[config.mk]
export PLATFORM = sky130hd
export DESIGN_NAME = demux1_8_buf
export DESIGN_NICKNAME = d
export VERILOG_FILES = /design/src/rtl/demux_pkg.sv /design/src/rtl/demux_slot.sv /design/src/rtl/demux1_8_buf.sv
export SDC_FILE = /design/constraint.sdc
export NUM_CORES = 2
export LEC_CHECK = 0
export ABC_AREA = 1
export CAP_MARGIN = 20
export CORE_ASPECT_RATIO = 0.6
export CORE_MARGIN = 3
export CORE_UTILIZATION = 45
export CTS_CLUSTER_DIAMETER = 200
export CTS_CLUSTER_SIZE = 24
export DETAILED_ROUTE_END_ITERATION = 7
export PLACE_DENSITY = 0.69
export RECOVER_POWER = 25
export SLEW_MARGIN = 20
export SYNTH_ARGS = -nofsm -noshare
export SYNTH_HDL_FRONTEND = slang
export SYNTH_SLANG_ARGS = --single-unit
[constraint.sdc]
create_clock -name clk -period 77.8 [get_ports clk]
set_input_delay 15.56 -clock clk [delete_from_list [all_inputs] [get_ports clk]]
set_output_delay 15.56 -clock clk [all_outputs]
set_load 0.05 [all_outputs]
[src/rtl/demux_pkg.sv]
// demux_pkg: shared sizes and types for the 1-to-8 buffered flit demultiplexer.
package demux_pkg;
    localparam int NUM_OUT = 8;
    localparam int SEL_W   = 3;
    localparam int DEPTH   = 2;
    typedef logic [SEL_W-1:0] sel_t;
    typedef logic [1:0]       cnt_t;
endpackage

[src/rtl/demux_slot.sv]
// demux_slot: 2-entry skid buffer holding the head flit and one spare for a single output.
module demux_slot
    import demux_pkg::*;
#(
    parameter int N = 64
) (
    input  logic         clk,
    input  logic         reset,
    input  logic         push,
    input  logic         pop,
    input  logic [N-1:0] data_in,
    output logic [N-1:0] data_out,
    output logic         valid,
    output logic         full
);
    cnt_t         cnt_q, cnt_d;
    logic [N-1:0] head_q, head_d, tail_q, tail_d;
    logic         do_push, do_pop;

    assign full     = cnt_q == cnt_t'(DEPTH);
    assign valid    = cnt_q != 2'd0;
    assign data_out = head_q;
    assign do_push  = push && !full;
    assign do_pop   = pop && valid;

    // A push goes straight to the head when the buffer is empty or the head leaves this cycle.
    always_comb begin
        cnt_d  = cnt_q + cnt_t'(do_push) - cnt_t'(do_pop);
        head_d = (do_push && (cnt_q == 2'd0 || do_pop)) ? data_in :
                 (do_pop && cnt_q == 2'd2)              ? tail_q  : head_q;
        tail_d = (do_push && !do_pop && cnt_q == 2'd1)  ? data_in : tail_q;
    end

    always_ff @(posedge clk or posedge reset) begin
        if (reset) begin
            cnt_q  <= '0;
            head_q <= '0;
            tail_q <= '0;
        end else begin
            cnt_q  <= cnt_d;
            head_q <= head_d;
            tail_q <= tail_d;
        end
    end
endmodule

[src/rtl/demux1_8_buf.sv]
// demux1_8_buf: steers valid/ready flits to one of 8 independently drained 2-entry buffers.
module demux1_8_buf
    import demux_pkg::*;
#(
    parameter int N = 64
) (
    input  logic                      clk,
    input  logic                      reset,
    input  logic [N-1:0]              i_data,
    input  sel_t                      i_sel,
    input  logic                      i_valid,
    output logic                      i_ready,
    output logic [NUM_OUT-1:0][N-1:0] o_data,
    output logic [NUM_OUT-1:0]        o_valid,
    input  logic [NUM_OUT-1:0]        o_ready
);
    logic [NUM_OUT-1:0] full, push;

    // Ready looks only at registered full flags, never at o_ready.
    assign i_ready = !reset && !full[i_sel];
    assign push    = (i_valid && i_ready) ? {{(NUM_OUT-1){1'b0}}, 1'b1} << i_sel : '0;

    for (genvar k = 0; k < NUM_OUT; k++) begin : g_slot
        demux_slot #(.N(N)) u_slot (
            .clk      (clk),
            .reset    (reset),
            .push     (push[k]),
            .pop      (o_ready[k]),
            .data_in  (i_data),
            .data_out (o_data[k]),
            .valid    (o_valid[k]),
            .full     (full[k])
        );
    end
endmodule

After elaboration in Yosys (flattened, before gate mapping)
Cells that the tools add are included.
{ "word_totals": {"ff_bits": 1040, "latch_bits": 0, "mem_bits_ro": 0, "ram_bits": 0, "in_bits": 78, "memories": 0, "out_inout_bits": 521} }
{ "classes": {"multipliers": 0, "addsub": 16, "n_eq_ne": 16, "n_bitwise": 0, "n_reduce_logical": 100, "muxes": 19, "div_mod_pow": 0, "magnitude_cmp": 1, "shifts": 1} }
{ "op_table": {"columns": ["op", "n"], "rows": [
  ["$mux W64", 16],
  ["$logic_and A1 B1 Y1", 50],
  ["$reduce_bool A2 Y1", 16],
  ["$logic_not A1 Y1", 18],
  ["$add A2 B1 Y2", 8],
  ["$eq A2 B1 Y1 const B", 8],
  ["$eq A2 B2 Y1 const B", 8],
  ["$logic_not A2 Y1", 8],
  ["$sub A2 B1 Y2", 8],
  ["$logic_or A1 B1 Y1", 8],
  ["$mux W8", 1],
  ["$shl A1 B3 Y8 const A", 1],
  ["$lt A3 B4 Y1 const B", 1],
  ["$bmux W1 S3", 1],
  ["$mux W1", 1]
]} }

Logic depth before layout (Yosys ltp)
{ "logic_depth": {"word_depth": 10, "mapped_depth": 15, "mapped_depth_nobuf": 13} }

Modules after synthesis
A second synthesis with hierarchy kept.
{ "unflattened": {"hier_cells": 6470, "area_unflattened_um2": 51226.6} }
{ "by_module_without_submodules": {"columns": ["mod", "area_per_inst_um2", "seq_area_each_um2", "cells_each", "n_inst"], "rows": [
  ["demux_slot", 6377.4, 3253.1, 803, 8],
  ["demux1_8_buf", 207.7, 0.0, 46, 1]
]} }

Least setup slack after synthesis
Ideal clock, no wire load.
{ "synth_timing": {"path_kind": "input port to output port", "startpoint": "in reset", "endpoint": "out i_ready", "t_arrival_ns": 40.344, "n_path_buf": 0, "required_ns": 62.240, "path_stages": 3, "slack_ns": 21.896, "cell_sequence": "inv_1 > nand2_1 > nor2_4"} }
{ "synth_between": {"elab_chain_cells": 2} }
{ "synth_rtl": {"columns": ["item", "line", "rtl"], "rows": [
  ["start, declared", "demux1_8_buf.sv:8", "input logic reset,"],
  ["$logic_not A1 Y1 (no source line)", null, null],
  ["$logic_and A1 B1 Y1", "demux1_8_buf.sv:20", "assign i_ready = !reset && !full[i_sel];"],
  ["end, declared", "demux1_8_buf.sv:12", "output logic i_ready,"]
]} }
Every way passes these cells.

Final worst setup path
Ends and elaborated chain as after synthesis.

==> metrics <==
GRT Total Usage 30.7%; Worst Path Required 62.24 ns; final hold vios 0; vias in the first global route 40,500; maximum VDD drop 32.1 µV; Reg-to-Reg Start g_slot[1].u_slot.cnt_q[0]$_DFF_PP0_; Via Count 43,500; Worst-path clk slew 0.09 ns; Comb pwr share 49.4%; Critical Path Source Type input pin; layout cells sized above 1 2.66%; Hold Slack roughly 0.49 ns; synth warn 0; Yosys reg bits between 1,000 and 1,500; H-tree depth 2; Clock power frac about an eighth; Crit Path Class input pin to output pin; Buffers & Inverters on Critical Path 3; TritonCTS clock tree yes; Reg-to-Reg End g_slot[4].u_slot.data_out[34]$_DFFE_PP0P_; number of flops mapped to enable cells by yosys 0; final setup TNS 0 ns; Nets 6,192; dpl ws 43.80 ns; Synth area leader dfrtp_1; Post CTS Setup Buffer Count 0; ordered cell list for the critical path dlygate4sd3_1, clkinvlp_2, nand2_1, nor2_4, clkdlybuf4s50_1; Worst Setup End Kind output pin; Mapped Cells 5,954; Sink Count 1,040; GPL Wtd Cong around 0.87; FF-to-FF setup slack around 73 ns; Commonest cells post-synth nand2_1, dfrtp_1, nand3_1; Area Growth Syn to Fin 15.6%; P_int approximately 0.0012 W; Hold EP g_slot[5].u_slot.tail_q[33]$_DFFE_PP0P_; later-pin clock latency in the skew report ~0.65 ns; pwr dens 42.1 mW/mm²; CTS Hold Buffers Added 0; global route total overflow 0; Final Util 53.0%; worst slew pin tran 7.82 ns; Synth Cell Area 0.0476 mm²; top area cells in the synthesized netlist dfrtp_1, nand2_1, nand4_1; crit path time final ~36 ns; Die Area around 0.11 mm²; worst rel slew slack -421%; row count 91; f_max roughly 27 MHz; initial antenna violation count 3; Critical Path Max Stage Delay about 2.8 ns; synthesized area per cell 8.00 µm²; post-cts sizing count 0; Worst R2R Path Depth 14; Sw Share about half; Final setup viols 0; HP Class flop to flop; DRT Wirelength 173 mm; Flop pwr share 37.7%; hold_sp g_slot[5].u_slot.tail_q[33]$_DFFE_PP0P_; failing checks max-capacitance violations, max-slew violations; DRT antenna net count 0; slowest CP cell clkinvlp_2; WL/cell 23.1 µm; CTS buffer count 49; status finished, violations left; drt first pass iters 6; DR iter-0 viols approximately 5,200; Lkg Pwr roughly 28 nW; Hold Path Cell Cnt 2; HPWL Detailed 102 mm; first-pass GRT wire length 261 mm; Longest Clk Path Bufs 3; area share of the leading cell type in the synthesized netlist 54.6%; largest net degree at the start of global routing a little under 200; final worst setup slack 41.42 ns; core box area 0.104 mm²; final worst path period share 46.8%; I/O pin cnt 599; max_cap viols 6; Layout Skew 0.0240 ns; clock root cell clkbuf_16; Initial Util 45.9%; worst path arrival time 20.82 ns; top_reg_cell synth dfrtp_1; syn nets 6,048; vias per inst 5.80; number of port buffers 598; crit path max fanout 77; fillcell total 9,795; count leader, synth nand2_1; sequential share of the synthesized area 54.6%; ys async rst share 100%; Die X 426 µm; unrepaired setup endpoints after global routing false; Cell variety after synth 22; DRC Markers 0; Slew Limit Fails 485; die height ~260 µm; sw power around 0.0012 W; family with the most delay on the worst path buffers and inverters
## how the worst max path moves through the flow
stage,start,end,slack [ns],cells after the start
finish,reset,i_ready,41.42,5
detailed placement,i_sel[2],i_ready,43.80,6
CTS,i_sel[2],i_ready,43.79,6
floorplan,reset,i_ready,21.90,3
global placement,i_sel[2],i_ready,43.88,6
global route,reset,i_ready,40.74,5
## power groups by stage
stage	sequential, W	combinational [W]	clock (W)
final	0.000874	0.00114	0.000299
after global routing	0.000893	0.00121	0.000321
after CTS	0.000875	0.00116	0.000303
after detailed placement	0.000883	0.00116	0
after global placement	0.000880	0.00115	0
after floorplan	0.00130	0.000290	0
## flip-flops by register name, indices dropped and copies added (netlist names)
register                count
g_slot.u_slot.tail_q      512
g_slot.u_slot.data_out    512
g_slot.u_slot.cnt_q        16
## final cells by class
| class | instances | area, µm² | area share, % |
|---|---|---|---|
| antenna | 2 | 5.00 | 0.00909 |
| timing repair buffer | 664 | 6530 | 11.9 |
| clock inverter | 2 | 25.0 | 0.0455 |
| sequential | 1040 | 26000 | 47.3 |
| inverter | 111 | 420 | 0.764 |
| multi-input combinational | 4232 | 19000 | 34.5 |
| tap | 1395 | 1750 | 3.17 |
| clock buffer | 51 | 1280 | 2.32 |
## kinds of logic (layout without fill, tap and decap cells)
kind of cell | count (synthesis) | count (layout) | synth area share, %
flip-flops | 1040 | 1040 | 54.6
buffers and inverters | 682 | 828 | 5.99
other | 0 | 2 | 0
XOR/XNOR | 16 | 16 | 0.294
AND/OR/NAND/NOR | 3680 | 3680 | 33.2
AO/OA/AOI/OAI | 520 | 520 | 5.46
adder cells (fa/ha/maj) | 16 | 16 | 0.420
## worst min-delay path: cells and delay by family, from the launching register on
kind	cells	cell delay, ns
compound gates	1	0.05
flops	1	0.36
simple gates	1	0.05
## layout by cell type (no fill, tap or decap), drive strengths merged
| cell | synthesis | layout |
|---|---|---|
| nand2 | 2593 | 2593 |
| dfrtp | 1040 | 1040 |
| nand3 | 521 | 521 |
| nand4 | 520 | 520 |
| o21ai | 512 | 512 |
| clkdlybuf4s50 | 0 | 416 |
| dlygate4sd3 | 0 | 182 |
| inv | 110 | 109 |
| buf | 154 | 61 |
| clkbuf | 417 | 56 |
| nor2 | 30 | 30 |
| nor3 | 16 | 16 |
| ha | 16 | 16 |
| xnor2 | 9 | 9 |
| a21oi | 8 | 8 |
| xor2 | 7 | 7 |
| clkinv | 1 | 3 |
| diode | 0 | 2 |
| clkinvlp | 0 | 1 |
## layer usage
metal	share of wire [%]	global-route usage (%)
met5	0.0075	0
met4	3.5	10.2
met3	11	7.27
met2	44	45.8
met1	42	44.1
## through the flow
stage                     cell area (µm²)  power [W]  instances
after detailed placement            53800    0.00204       7442
after floorplan                     47600    0.00159       5954
final                               55000    0.00232       7497
after global placement              53800    0.00203       7442
after CTS                           55100    0.00234       7495
after global routing                55000    0.00242       7495
No activity file was read; power rests on OpenSTA's default activity.
